===== config.mk =====
export PLATFORM = sky130hd
export DESIGN_NAME = arp_tx
export DESIGN_NICKNAME = d
export VERILOG_FILES = /design/src/rtl/arp_tx_pkg.sv /design/src/rtl/arp_tx_crc32_d8.sv /design/src/rtl/arp_tx.sv
export SDC_FILE = /design/constraint.sdc
export NUM_CORES = 1
export LEC_CHECK = 0
export BUFFER_PORTS_ARGS = -buffer_cell sky130_fd_sc_hd__buf_2
export CAP_MARGIN = 10
export CORE_MARGIN = 2
export CORE_UTILIZATION = 40
export DETAILED_ROUTE_END_ITERATION = 8
export PLACE_DENSITY_LB_ADDON = 0.12
export SLEW_MARGIN = 20
export SYNTH_ARGS = -nofsm -noshare
export SYNTH_HDL_FRONTEND = slang
export SYNTH_SLANG_ARGS = --single-unit

===== constraint.sdc =====
create_clock -name clk -period 5.3 [get_ports clk]
set_clock_uncertainty 0.05 [all_clocks]
set_input_delay 1.06 -clock clk [delete_from_list [all_inputs] [get_ports clk]]
set_output_delay 1.06 -clock clk [all_outputs]
set_load 0.005 [all_outputs]

===== src/rtl/arp_tx_pkg.sv =====
// Shared Ethernet/ARP constants and the one-hot frame-builder state encoding.
package arp_tx_pkg;

    localparam logic [15:0] ETH_TYPE_ARP = 16'h0806;
    localparam logic [15:0] ARP_HTYPE    = 16'h0001;
    localparam logic [15:0] ARP_PTYPE    = 16'h0800;
    localparam logic [15:0] ARP_OP_REQ   = 16'h0001;
    localparam logic [15:0] ARP_OP_REPLY = 16'h0002;
    localparam logic [7:0]  ARP_HLEN     = 8'd6;
    localparam logic [7:0]  ARP_PLEN     = 8'd4;

    localparam logic [7:0]  PREAMBLE_BYTE = 8'h55;
    localparam logic [7:0]  SFD_BYTE      = 8'hD5;

    localparam int MIN_PAYLOAD  = 46;
    localparam int PREAMBLE_LEN = 8;
    localparam int ETH_HEAD_LEN = 14;
    localparam int ARP_DATA_LEN = 28;
    localparam int PAD_LEN      = MIN_PAYLOAD - ARP_DATA_LEN;
    localparam int FCS_LEN      = 4;

    localparam logic [31:0] CRC32_POLY = 32'hEDB8_8320;
    localparam logic [31:0] CRC32_INIT = 32'hFFFF_FFFF;

    typedef enum logic [6:0] {
        ST_IDLE     = 7'b000_0001,
        ST_PREAMBLE = 7'b000_0010,
        ST_ETH_HEAD = 7'b000_0100,
        ST_ARP_DATA = 7'b000_1000,
        ST_PAD      = 7'b001_0000,
        ST_FCS      = 7'b010_0000,
        ST_IFG      = 7'b100_0000
    } tx_state_t;

    // Terminal value of the shared byte counter for a segment of len bytes.
    function automatic logic [6:0] last_idx(input int len);
        return 7'(len - 1);
    endfunction

endpackage


===== src/rtl/arp_tx_crc32_d8.sv =====
// Reflected CRC-32 (0xEDB88320), one byte per clock, LSB first.
// Kept generic so the UDP transmit path can reuse it.
module crc32_d8
    import arp_tx_pkg::*;
(
    input  logic        clk,
    input  logic        rst_n,
    input  logic        crc_en,
    input  logic        crc_clr,
    input  logic [7:0]  data,
    output logic [31:0] crc_out
);

    logic [31:0] crc_q;
    logic [31:0] crc_next;

    always_comb begin
        crc_next = crc_q;
        for (int i = 0; i < 8; i++) begin
            crc_next = {1'b0, crc_next[31:1]} ^ (CRC32_POLY & {32{crc_next[0] ^ data[i]}});
        end
    end

    always_ff @(posedge clk or negedge rst_n) begin
        if (!rst_n) begin
            crc_q <= CRC32_INIT;
        end else if (crc_clr) begin
            crc_q <= CRC32_INIT;
        end else if (crc_en) begin
            crc_q <= crc_next;
        end
    end

    assign crc_out = crc_q;

endmodule


===== src/rtl/arp_tx.sv =====
// ARP request/reply framer driving GMII TX: preamble, Ethernet header,
// ARP payload, zero pad to 60 bytes and FCS, followed by an enforced IFG.
//
// state       | meaning
// ------------+-----------------------------------------------
// ST_IDLE     | waiting for arp_tx_en; latches type/MAC/IP
// ST_PREAMBLE | 7x 0x55 then SFD 0xD5
// ST_ETH_HEAD | 14-byte Ethernet II header
// ST_ARP_DATA | 28-byte ARP payload
// ST_PAD      | zero fill up to the 60-byte minimum frame
// ST_FCS      | inverted CRC, low byte first
// ST_IFG      | tx_en low for IFG_CYCLES, tx_done in the first cycle
module arp_tx
    import arp_tx_pkg::*;
#(
    parameter logic [47:0] BOARD_MAC  = 48'h00_11_22_33_44_55,
    parameter logic [31:0] BOARD_IP   = {8'd192, 8'd168, 8'd1, 8'd10},
    parameter int          IFG_CYCLES = 12
) (
    input  logic        clk,
    input  logic        rst_n,
    input  logic        arp_tx_en,
    input  logic        arp_tx_type,
    input  logic [47:0] des_mac,
    input  logic [31:0] des_ip,
    output logic        gmii_tx_en,
    output logic [7:0]  gmii_txd,
    output logic        tx_done,
    output logic        busy
);

    tx_state_t   state;
    logic [6:0]  cnt;
    logic        op_reply;
    logic [47:0] mac_q;
    logic [31:0] ip_q;

    logic [111:0] eth_hdr;
    logic [223:0] arp_pl;
    logic [7:0]   eth_bytes [ETH_HEAD_LEN];
    logic [7:0]   arp_bytes [ARP_DATA_LEN];
    logic [7:0]   cur_byte;
    logic [31:0]  fcs;
    logic [31:0]  crc_out;
    logic         crc_en;
    logic         crc_clr;
    logic [6:0]   seg_last;
    tx_state_t    seg_next;

    // Frame content is built from latched fields only, so inputs may change mid-frame.
    always_comb begin
        eth_hdr = {op_reply ? mac_q : 48'hFFFF_FFFF_FFFF, BOARD_MAC, ETH_TYPE_ARP};
        arp_pl  = {ARP_HTYPE, ARP_PTYPE, ARP_HLEN, ARP_PLEN,
                   op_reply ? ARP_OP_REPLY : ARP_OP_REQ,
                   BOARD_MAC, BOARD_IP,
                   op_reply ? mac_q : 48'h0, ip_q};
        for (int i = 0; i < ETH_HEAD_LEN; i++) begin
            eth_bytes[i] = eth_hdr[8*(ETH_HEAD_LEN-1-i) +: 8];
        end
        for (int i = 0; i < ARP_DATA_LEN; i++) begin
            arp_bytes[i] = arp_pl[8*(ARP_DATA_LEN-1-i) +: 8];
        end
    end

    always_comb begin
        fcs      = ~crc_out;
        cur_byte = 8'h00;
        seg_last = 7'd0;
        seg_next = ST_IDLE;
        case (state)
            ST_ETH_HEAD: begin
                cur_byte = eth_bytes[cnt[3:0]];
                seg_last = last_idx(ETH_HEAD_LEN);
                seg_next = ST_ARP_DATA;
            end
            ST_ARP_DATA: begin
                cur_byte = arp_bytes[cnt[4:0]];
                seg_last = last_idx(ARP_DATA_LEN);
                seg_next = ST_PAD;
            end
            ST_PAD: begin
                cur_byte = 8'h00;
                seg_last = last_idx(PAD_LEN);
                seg_next = ST_FCS;
            end
            ST_FCS: begin
                cur_byte = fcs[{cnt[1:0], 3'b000} +: 8];
                seg_last = last_idx(FCS_LEN);
                seg_next = ST_IFG;
            end
            default: begin
                cur_byte = 8'h00;
                seg_last = 7'd0;
                seg_next = ST_IDLE;
            end
        endcase
    end

    assign crc_en  = (state == ST_ETH_HEAD) || (state == ST_ARP_DATA) || (state == ST_PAD);
    assign crc_clr = (state == ST_IDLE) && arp_tx_en;

    crc32_d8 u_crc (
        .clk     (clk),
        .rst_n   (rst_n),
        .crc_en  (crc_en),
        .crc_clr (crc_clr),
        .data    (cur_byte),
        .crc_out (crc_out)
    );

    always_ff @(posedge clk or negedge rst_n) begin
        if (!rst_n) begin
            state      <= ST_IDLE;
            cnt        <= 7'd0;
            op_reply   <= 1'b0;
            mac_q      <= 48'h0;
            ip_q       <= 32'h0;
            gmii_tx_en <= 1'b0;
            gmii_txd   <= 8'h00;
            tx_done    <= 1'b0;
            busy       <= 1'b0;
        end else begin
            tx_done <= 1'b0;
            case (state)
                ST_IDLE: begin
                    gmii_tx_en <= 1'b0;
                    gmii_txd   <= 8'h00;
                    busy       <= 1'b0;
                    if (arp_tx_en) begin
                        op_reply <= arp_tx_type;
                        mac_q    <= des_mac;
                        ip_q     <= des_ip;
                        cnt      <= 7'd0;
                        state    <= ST_PREAMBLE;
                    end
                end
                ST_PREAMBLE: begin
                    busy       <= 1'b1;
                    gmii_tx_en <= 1'b1;
                    if (cnt == last_idx(PREAMBLE_LEN)) begin
                        gmii_txd <= SFD_BYTE;
                        cnt      <= 7'd0;
                        state    <= ST_ETH_HEAD;
                    end else begin
                        gmii_txd <= PREAMBLE_BYTE;
                        cnt      <= cnt + 7'd1;
                    end
                end
                ST_ETH_HEAD, ST_ARP_DATA, ST_PAD, ST_FCS: begin
                    gmii_tx_en <= 1'b1;
                    gmii_txd   <= cur_byte;
                    if (cnt == seg_last) begin
                        cnt   <= 7'd0;
                        state <= seg_next;
                    end else begin
                        cnt <= cnt + 7'd1;
                    end
                end
                ST_IFG: begin
                    gmii_tx_en <= 1'b0;
                    gmii_txd   <= 8'h00;
                    tx_done    <= (cnt == 7'd0);
                    // busy drops with the return to IDLE so a start is taken in that cycle.
                    if (cnt == last_idx(IFG_CYCLES)) begin
                        cnt   <= 7'd0;
                        busy  <= 1'b0;
                        state <= ST_IDLE;
                    end else begin
                        cnt <= cnt + 7'd1;
                    end
                end
                default: begin
                    state      <= ST_IDLE;
                    cnt        <= 7'd0;
                    gmii_tx_en <= 1'b0;
                    gmii_txd   <= 8'h00;
                    busy       <= 1'b0;
                end
            endcase
        end
    end

endmodule


* Word-level counts from Yosys, hierarchy flattened
Index checks and enable logic that the tools add are counted.
** Cells by class
- Reduce and logical (&&, ||, !) cells :: 10
- Add/subtract/negate cells :: 1
- Equality and inequality tests :: 14
- Multiplexer cells :: 30
- $lt $le $gt $ge :: 2
- Shift-type cells :: 1
- Bitwise gates (word level) :: 20
** Operator list (count)
- $xor 31x32->32 :: 8
- $mux 48 :: 2
- $pmux 7 s4 :: 3
- $mux 32 :: 2
- $mux 7 :: 8
- $bmux 8 s5 :: 1
- $mux 8 :: 5
- $bmux 8 s4 :: 1
- $not 32->32 :: 1
- $shiftx 32x6->8 :: 1
- $pmux 8 s3 :: 1
- $pmux 5 s4 :: 1
- $pmux 8 s2 :: 1
- $eq 7x3->1 const B :: 2
- $eq 7x4->1 const B :: 2
- $ne 2x2->1 const B :: 4
- $xor 1x1->1 :: 8
- $add 7x1->7 const B :: 1
- $eq 7x1->1 const B :: 1
- $eq 7x2->1 const B :: 1
- $eq 7x5->1 const B :: 1
- $eq 7x6->1 const B :: 1
- $eq 7x7->1 :: 1
- $eq 7x7->1 const B :: 1
- other kinds (16) :: 20
** Storage, ports and cells
- Logic and storage cells :: 88
- Register bits :: 138
- Input bits :: 84
- Output and inout port bits :: 11

* Logic depth before layout (Yosys ltp)
Gate-level depths: netlist (run 1).
- Depth after elaboration :: 23
- Mapped depth :: 13
- Gate-level depth less buffers :: 11

* Cells and area by module
Synthesis (run 1) repeated with hierarchy kept, for this count alone.
** Second synthesis, totals
- Cell total of the unflattened synthesis :: 877
- Area, all modules :: 8056.5 um2
** Modules (own cells, without submodules)
- arp_tx :: seq. area each 2653.8 um2, instances 1, area an instance 5858.1 um2, cells each 683
- crc32_d8 :: seq. area each 840.8 um2, instances 1, area an instance 2198.4 um2, cells each 194

* Worst setup path after synthesis (run 1)
OpenSTA, ideal clock, no wires.
- Kind :: reg2reg
- Start :: reg cnt[1]
- End :: reg u_crc.crc_q[24] (netlist: u_crc.crc_out[24])
- Buffers on the path :: 2
- Data arrival time :: 3.046 ns
- Setup time :: 0.075 ns
- Setup slack :: 2.129 ns
- Stages on the path, launching flop included :: 13
- Period minus slack after synthesis :: 3.171 ns
- Required time :: 5.175 ns
- Path through :: dfrtp_1 -> buf_4 -> inv_2 -> buf_6 -> ha_1 -> and3_1 -> a21oi_1 -> o32ai_1 -> a311oi_2 -> xnor2_4 -> xnor3_2 -> xor3_1 -> o211ai_2
** Between the ends
- Word-level cells in the longest chain between the ends :: 16
- Elaborated cells on any way between the ends :: 26
- Those cells by class :: 1 x shift; 9 x mux; 16 x bitwise
** RTL lines
- start, declared :: RTL line arp_tx.sv:33 : logic [6:0] cnt;
- start signal, assigned :: RTL line arp_tx.sv:146 : cnt <= cnt + 7'd1;
- start signal, assigned :: RTL line arp_tx.sv:156 : cnt <= cnt + 7'd1;
- start signal, assigned :: RTL line arp_tx.sv:169 : cnt <= cnt + 7'd1;
- $not 5->6 (implied by the code) or $not 4->5 (tied branches) :: RTL line arp_tx.sv:77, arp_tx.sv:72
- $bmux 8 s5 or $bmux 8 s4 (tied branches) :: RTL line arp_tx.sv:77, arp_tx.sv:72
- $mux 8 (on tied branches) (2 in a row) :: RTL line arp_tx.sv:77, arp_tx.sv:72
- $pmux 8 s3 (*) :: RTL line arp_tx.sv:70 : case (state)
- $xor 1x1->1 :: RTL line arp_tx_crc32_d8.sv:20 : crc_next = {1'b0, crc_next[31:1]} ^ (CRC32_POLY & {32{crc_next[0] ^ data[i]}});
- $xor 31x32->32 (6 in a row) :: RTL line arp_tx_crc32_d8.sv:20
- $xor 31x32->32 or $xor 1x1->1 (tied branches) :: RTL line arp_tx_crc32_d8.sv:20
- $xor 31x32->32 (*) :: RTL line arp_tx_crc32_d8.sv:20
- $mux 32 (*) :: RTL line arp_tx_crc32_d8.sv:29 : end else if (crc_en) begin
- $mux 32 (*) :: RTL line arp_tx_crc32_d8.sv:27 : end else if (crc_clr) begin
- end signal, assigned :: RTL line arp_tx_crc32_d8.sv:30 : crc_q <= crc_next;
- end, declared :: RTL line arp_tx_crc32_d8.sv:14 : logic [31:0] crc_q;
Mark *: on every way between the ends. The rest lies on a longest branch, timed or not. The select of a mux whose other input is x is not followed.
A chain may end at the register's enable or synchronous reset.

* Worst setup path in the final report (run 1)
- Start :: reg cnt[0]
- End :: reg u_crc.crc_q[29] (netlist: u_crc.crc_out[29])
** Between the ends
- Word-level cells in the longest chain between the ends :: 17
- Elaborated cells on any way between the ends :: 25
- Those cells by class :: 1 x shift; 9 x mux; 15 x bitwise
** RTL lines (RTL line)
- $not 5->6 (implied by the code) or $not 4->5 (tied branches) :: arp_tx.sv:77, arp_tx.sv:72
- $bmux 8 s5 or $bmux 8 s4 (tied branches) :: arp_tx.sv:77, arp_tx.sv:72
- $mux 8 (on tied branches) (2 in a row) :: arp_tx.sv:77, arp_tx.sv:72
- $pmux 8 s3 (*) :: arp_tx.sv:70
- $xor 1x1->1 :: arp_tx_crc32_d8.sv:20
- $xor 31x32->32 (6 in a row) :: arp_tx_crc32_d8.sv:20
- $xor 1x1->1 :: arp_tx_crc32_d8.sv:20
- $xor 31x32->32 :: arp_tx_crc32_d8.sv:20
- $xor 31x32->32 (*) :: arp_tx_crc32_d8.sv:20
- $mux 32 (*) :: arp_tx_crc32_d8.sv:29
- $mux 32 (*) :: arp_tx_crc32_d8.sv:27
Marked as above.

==> metrics.md, run 1 <==
| Metric | Value |
|---|---|
| Outcome | `finished, final reports clean` |
| FMAX | `~220 MHz` |
| Initial antenna violation count | `1` |
| Final hold vios | `0` |
| CTS Hold Buffers Added | `0` |
| Number of global-route vias before repair | `approximately 6100` |
| Total track usage | `roughly a fifth` |
| Kind of critical path | `reg -> reg` |
| Post-synthesis xor/xnor area fraction | `11.09%` |
| Slew @ Worst Pin | `1018 ps` |
| CTS Sinks | `roughly 140` |
| Crit path DAT | `between 4000 and 5000 ps` |
| PD cells | `between 600 and 700 nW/um^2` |
| First-pass GRT wire length | `~35 mm` |
| Core area | `20230 sq um` |
| Clk slew on worst S/H paths | `roughly 60 ps` |
| Register area share after synthesis | `42.43%` |
| GRT overflow | `0` |
| GP Congestion | `0.9406` |
| Crit Path Max Fanout | `approximately 60` |
| Clk_lat worst skew | `around 420 ps` |
| TritonCTS clock tree | `done` |
| Yosys warnings | `0` |
| Overall routed net length | `21.95 mm` |
| Setup_tns | `0 ps` |
| Unrepaired setup endpoints after global routing | `false` |
| CTS max path bufs | `2` |
| Area of placed instances | `approximately 9000 sq um` |
| Postcts setup bufs | `0` |
| Worst vdd ir | `approximately 0.00024 V` |
| Worst Setup Start Kind | `register` |
| Post-synth EDFFs | `0` |
| Syn_area_per_cell | `~12 sq um` |
| Netlist cell types | `87` |
| Routed Antenna Nets | `0` |
| Die W | `approximately 150 um` |
| Post-layout min period | `4465 ps` |
| Compound-gate portion of the synthesized area | `approximately 11%` |
| Largest family of logic cells by synthesized area | `multiplexers` |
| Syn_nets | `~790` |
| Count of final max-slew check failures | `0` |
| Num ports | `between 90 and 100` |
| Synth Area in Simple Gates | `10.39%` |
| Adder-Cell Fraction of Synth Area | `less than 1%` |
| Post-synthesis cell area | `a little over 8000 sq um` |
| CTS H-tree depth | `4` |
| Max-Cap Viols | `0` |
| Slew margin rel. | `about a third` |
| Num CTS Buffers | `17` |
| Synth Instances | `between 600 and 700` |
| Drt wl/cell | `approximately 21 um` |
| Hold WC Path Type | `reg -> reg` |
| DRC | `0` |
| Initial Util | `around two fifths` |
| Number of filler cells placed in the layout | `around 1900` |
| # rows | `52` |
| Worst setup EP type | `register` |
| Area growth syn-to-layout | `14.60%` |
| Mux cell area share after synthesis | `about 20%` |
| Post-synth top flop | `dfrtp_1` |
| Antenna cell count | `0` |
| Post-DP HPWL | `15.68 mm` |
| Die Y | `~150 um` |
| Post-CTS Resized | `0` |
| Root buf cell | `clkbuf_16` |
| IO buf count | `94` |
| Leakage power | `just over 0.004 uW` |
| Design Area, Final | `roughly 9400 sq um` |
| FFs w/ async S/R, synth | `100.0%` |
| # setup viols final | `0` |
| Layout Nets | `around 860` |
| Period utilization | `approximately 84%` |
| Layout cells sized above 1 | `39.06%` |
| First DRT Iteration DRCs | `380` |
| #FFs+latches synth | `~140` |
| Critical path data required time | `roughly 5600 ps` |
| Die area | `~22000 sq um` |
| Vias | `~6000` |
| Vias per cell | `5.545` |
| Pin count of the biggest net entering global routing | `98` |
| Hold slack | `455.2 ps` |
| DR pass1 iterations | `5` |
[area by class of cell]
cell class | instances | area [sq um] | area share [%]
clock buffer | 17 | 425.4 | 4.507
sequential | 138 | 3498 | 37.07
clock inverter | 15 | 161.4 | 1.710
tap | 270 | 337.8 | 3.579
timing repair buffer | 104 | 551.8 | 5.846
multi-input combinational | 502 | 4425 | 46.89
inverter | 10 | 37.54 | 0.3977
[cell usage after synthesis, types with 11 or more instances]
cell type | instances | area [sq um]
xor2_1 | 12 | 105.1
dfstp_2 | 33 | 867.1
mux4_2 | 13 | 292.8
o21ai_0 | 19 | 95.09
xnor2_1 | 31 | 271.5
nand2_1 | 38 | 142.6
nand2b_1 | 11 | 68.82
nand3_1 | 11 | 55.05
dfrtp_1 | 105 | 2628
a21oi_1 | 38 | 190.2
mux2i_1 | 30 | 300.3
mux2_2 | 89 | 1002
nor2_1 | 49 | 183.9
clkbuf_1 | 13 | 48.80
[cells by family (layout without fill, tap and decap cells)]
family,after synthesis,in the layout
DFF,138,138
xor gates and xnor gates,67,67
AOI/OAI and AO/OA,128,128
buffers and inverters,55,146
adders and majority gates,6,6
and+or+nand+nor,166,166
muxes,135,135
[path summary, 6_finish.rpt]
kind	startpoint	end	slack (ps)	cells after the start
max	cnt[0]	u_crc.crc_out[29]	840	9
min	ip_q[13]	ip_q[13]	460	1
max reg2reg	cnt[0]	u_crc.crc_out[29]	840	9
min reg2reg	ip_q[13]	ip_q[13]	460	1
max in group asynchronous	rst_n	u_crc.crc_out[9]	3410	2
min in group asynchronous	rst_n	gmii_tx_en	690	1
[critical path, stage by stage, from the launching register on]
cell and delay [ps]:
dfrtp_4 1040, mux2i_1 470, o32ai_1 140, a2111oi_1 820, o31ai_2 190, xor2_2 410
xnor3_1 360, xnor3_2 510, xor2_1 170, a21oi_1 160
[registers in the layout, indices dropped and copies added, names as in the netlist]
register / flops
busy: 1
ip_q: 32
gmii_txd: 8
op_reply: 1
gmii_tx_en: 1
cnt: 7
u_crc.crc_out: 32
tx_done: 1
state: 7
mac_q: 48
[metrics by stage]
stage               util (%)  worst slack [ps]  instances  power (uW)
finish                 46.64             835.2       1056        6034
global route           46.64             557.7       1056        6437
CTS                    46.64             719.7       1056        6076
detailed placement     43.74             741.8       1024        4841
global placement       43.74             861.7       1024        4796
floorplan                  -              2129        695        4192
[layout by cell type (no fill, tap or decap), types with 5 or more instances in the layout]
| cell type | n |
|---|---|
| a21oi_1 | 38 |
| buf_2 | 93 |
| buf_4 | 10 |
| clkbuf_16 | 17 |
| dfrtp_1 | 104 |
| dfstp_2 | 33 |
| ha_1 | 6 |
| inv_1 | 7 |
| inv_6 | 7 |
| mux2_2 | 89 |
| mux2i_1 | 30 |
| mux4_2 | 13 |
| nand2_1 | 37 |
| nand2b_1 | 11 |
| nand3_1 | 11 |
| nor2_1 | 49 |
| nor2b_1 | 5 |
| nor3_1 | 10 |
| nor4_1 | 5 |
| o21ai_0 | 19 |
| o22a_1 | 5 |
| o22ai_1 | 8 |
| or3_1 | 5 |
| xnor2_1 | 31 |
| xnor3_1 | 10 |
| xor2_1 | 12 |
[per-layer routing]
metal	GRT usage, %	vias up	share of wire, %
met4	5.625	2	1.3
met2	32.06	182	46
met5	0	-	0.050
met3	4.938	24	5.8
met1	29.97	2946	47
li1	-	2702	-
[power breakdown]
part | switching, uW | internal (uW) | total (uW)
clock | 492 | 702 | 1190
combinational | 1320 | 1490 | 2800
sequential | 468 | 1570 | 2040
total | 2280 | 3760 | 6030
No activity file was read; power rests on OpenSTA's default activity.
==> inputs of run 2 (changes only) <==
Settings changed: ABC_AREA set to 1.
Clock period 5.3 ns to 4.2 ns, I/O delays scaled along.
==> run 2 against run 1 <==
Effect of this change:
- count of clock-buffer cells in the layout grew 1
- first-iteration DRC count increased by 71%
- hold slack lost 100 ps
- critical path type unchanged
- largest power group unchanged
==> metrics.md, run 2 <==
| Metric | Value |
|---|---|
| Outcome | `finished, final reports clean` |
| PD cells | `~750 nW/um^2` |
| Die W | `~150 um` |
| Count of final max-slew check failures | `0` |
| Design Area, Final | `slightly below 10000 sq um` |
| Pin count of the biggest net entering global routing | `between 60 and 70` |
| #FFs+latches synth | `roughly 140` |
| Most common library cells after synthesis | `561 x nand2_1, 119 x nand3_1, 105 x dfrtp_1, 89 x inv_1, 52 x nor2_1` |
| GP Congestion | `roughly 1.0` |
| Post-synth top flop | `dfrtp_1` |
| Adder-Cell Fraction of Synth Area | `less than 1%` |
| Worst setup EP type | `register` |
| Syn_nets | `1313` |
| Final hold vios | `0` |
| Max incr delay on CP | `500 ps` |
| Unrepaired setup endpoints after global routing | `false` |
| Crit Path Max Fanout | `36` |
| Synth Instances | `approximately 1200` |
| GRT overflow | `0` |
| Post-synthesis xor/xnor area fraction | `3.437%` |
| Core area | `around 21000 sq um` |
| # setup viols final | `0` |
| IO buf count | `94` |
| FFs w/ async S/R, synth | `100.0%` |
| TritonCTS clock tree | `done` |
| Layout Nets | `1398` |
| Slowest-stage cell, CP | `inv_2` |
| Post-synthesis cell area | `approximately 8400 sq um` |
| Postcts setup bufs | `0` |
| CTS Sinks | `138` |
| CTS max path bufs | `2` |
| DRC | `0` |
| Synth Area in Simple Gates | `between 30 and 40%` |
| Total track usage | `roughly 25%` |
| Vias per cell | `5.087` |
| Most frequent cells in the layout | `561 x nand2_1, 119 x nand3_1, 104 x dfrtp_1, 93 x buf_2, 89 x inv_1` |
| DR pass1 iterations | `5` |
| Mux cell area share after synthesis | `0%` |
| Clk_lat worst skew | `430 ps` |
| Max reg flops | `48` |
| Worst Setup Start Kind | `register` |
| Hold WC Path Type | `in -> async` |
| Kind of critical path | `reg -> reg` |
| Drt wl/cell | `around 17 um` |
| Post-CTS Resized | `0` |
| Reg2reg end | `u_crc.crc_out[24]` |
| First DRT Iteration DRCs | `about 650` |
| Final Power | `roughly 7300 uW` |
| Initial antenna violation count | `0` |
| Leakage power | `around 0.0051 uW` |
| Num ports | `95` |
| Synth top area cells | `dfrtp_1 31%, nand2_1 25%, dfstp_2 10%, nand3_1 7.1%, inv_1 4.0%` |
| Yosys warnings | `0` |
| CTS H-tree depth | `4` |
| Reg2reg start | `cnt[0]` |
| Count leader, synth | `nand2_1` |
| Reg with most FFs | `mac_q` |
| Largest family of logic cells by synthesized area | `simple AND/OR/NAND/NOR gates` |
| Root buf cell | `clkbuf_16` |
| # rows | `53` |
| Vias | `~8100` |
| Die Y | `around 150 um` |
| Setup slack, reg-to-reg | `between 800 and 900 ps` |
| Num CTS Buffers | `17` |
| Post-DP HPWL | `20.52 mm` |
| Crit path DAT | `between 3000 and 4000 ps` |
| Critical path data required time | `around 4500 ps` |
| Worst-path cell chain | `inv_2 > nor2_2 > buf_4 > nor2_1 > a21oi_1 > nand3_1 > nand2_1 > nand2_1 > nand2_2 > nand2_4 > nand2_4 > nand2_2 > nand2_2 > nor2_1 > nand3_1 > nand3_1 > o21ai_1` |
| Area of placed instances | `about 9000 sq um` |
| Layout cells sized above 1 | `17.41%` |
| Worst R2R Path Depth | `17` |
| Register area share after synthesis | `approximately two fifths` |
| Compound-gate portion of the synthesized area | `7.753%` |
| Overall routed net length | `between 20 and 30 mm` |
| Number of global-route vias before repair | `approximately 7700` |
| Slew margin rel. | `around 53%` |
| Area growth syn-to-layout | `15.92%` |
| Antenna cell count | `0` |
| Worst vdd ir | `between 0.0004 and 0.0005 V` |
| FMAX | `~300 MHz` |
| Clk slew on worst S/H paths | `roughly 60 ps` |
| Period utilization | `80.46%` |
| First-pass GRT wire length | `approximately 43 mm` |
| Most common cell after layout, fill and taps aside | `nand2_1` |
| Post-synth top area share | `a little under a third` |
| Netlist cell types | `39` |
| Post-synth EDFFs | `0` |
| Syn_area_per_cell | `6.875 sq um` |
| Die area | `~22000 sq um` |
| CTS Hold Buffers Added | `0` |
| Synth area leader | `dfrtp_1` |
| Slew @ Worst Pin | `703.8 ps` |
| Post-layout min period | `~3400 ps` |
| Max-Cap Viols | `0` |
| Setup_tns | `0 ps` |
| Routed Antenna Nets | `0` |
| Initial Util | `about two fifths` |
==> run 2: cell count changes in the layout (fill, tap and decap cells not counted), moves of 18 or more <==
cell	delta
mux2_2	-89
nand3_1	+108
mux2i_1	-30
nand2_2	+18
xnor2_1	-27
inv_1	+82
nand2_1	+524
==> run 2: kinds of logic (layout without fill, tap and decap cells) <==
kind of cell             Yosys count  count (layout)
flip-flops                       138             138
XOR/XNOR                          33              33
AO/OA/AOI/OAI                    113             113
adder cells (fa/ha/maj)            6               6
buffers and inverters            146             244
AND/OR/NAND/NOR                  787             787
==> run 2: through the flow <==
stage / cells / worst slack (ps) / utilization [%] / hold slack, ps
finish: 1596 / 820.9 / 46.81 / 354.2
global placement: 1564 / 877.7 / 43.98 / 405.9
CTS: 1596 / 893.8 / 46.81 / 381.6
detailed placement: 1564 / 890.7 / 43.98 / 409.8
floorplan: 1223 / 1681 / - / 386.6
global route: 1596 / 579.4 / 46.81 / 406.3
==> run 2: worst max path at each step <==
stage | startpoint | end | slack [ps] | cells after the start
global placement | cnt[0] | u_crc.crc_out[29] | 880 | 21
CTS | cnt[0] | u_crc.crc_out[29] | 890 | 21
detailed placement | cnt[0] | u_crc.crc_out[29] | 890 | 21
finish | cnt[0] | u_crc.crc_out[24] | 820 | 17
floorplan | cnt[1] | u_crc.crc_out[17] | 1680 | 19
global route | cnt[0] | u_crc.crc_out[19] | 580 | 21
==> run 2: where the power goes <==
part	internal (uW)	switching (uW)	total, uW
logic	1080	2360	3440
registers	1950	404	2360
clock network	890	648	1540
==> run 2: per-layer routing <==
layer  part of all wire, %  track usage (%)
met2                    43            37.44
met3                   7.0            6.177
met5                     0                0
met1                    47            36.66
met4                   2.4            8.000
==> run 2: cell type report <==
| class | instances | area (sq um) |
|---|---|---|
| flip-flops and latches | 138 | 3496 |
| inverters | 102 | 382.9 |
| fillers | 2234 | 11080 |
| well taps | 275 | 344.1 |
| clock buffers | 18 | 429.2 |
| repair buffers | 110 | 621.8 |
| clock inverters | 14 | 160.2 |
| multi-input cells | 939 | 4313 |
==> run 2: critical path, delay by kind of cell (launching register included) <==
| kind | cells | cell delay (ps) |
|---|---|---|
| AND/OR/NAND/NOR | 13 | 1860 |
| flip-flops | 1 | 480 |
| AO/OA/AOI/OAI | 2 | 200 |
| buffers and inverters | 2 | 710 |
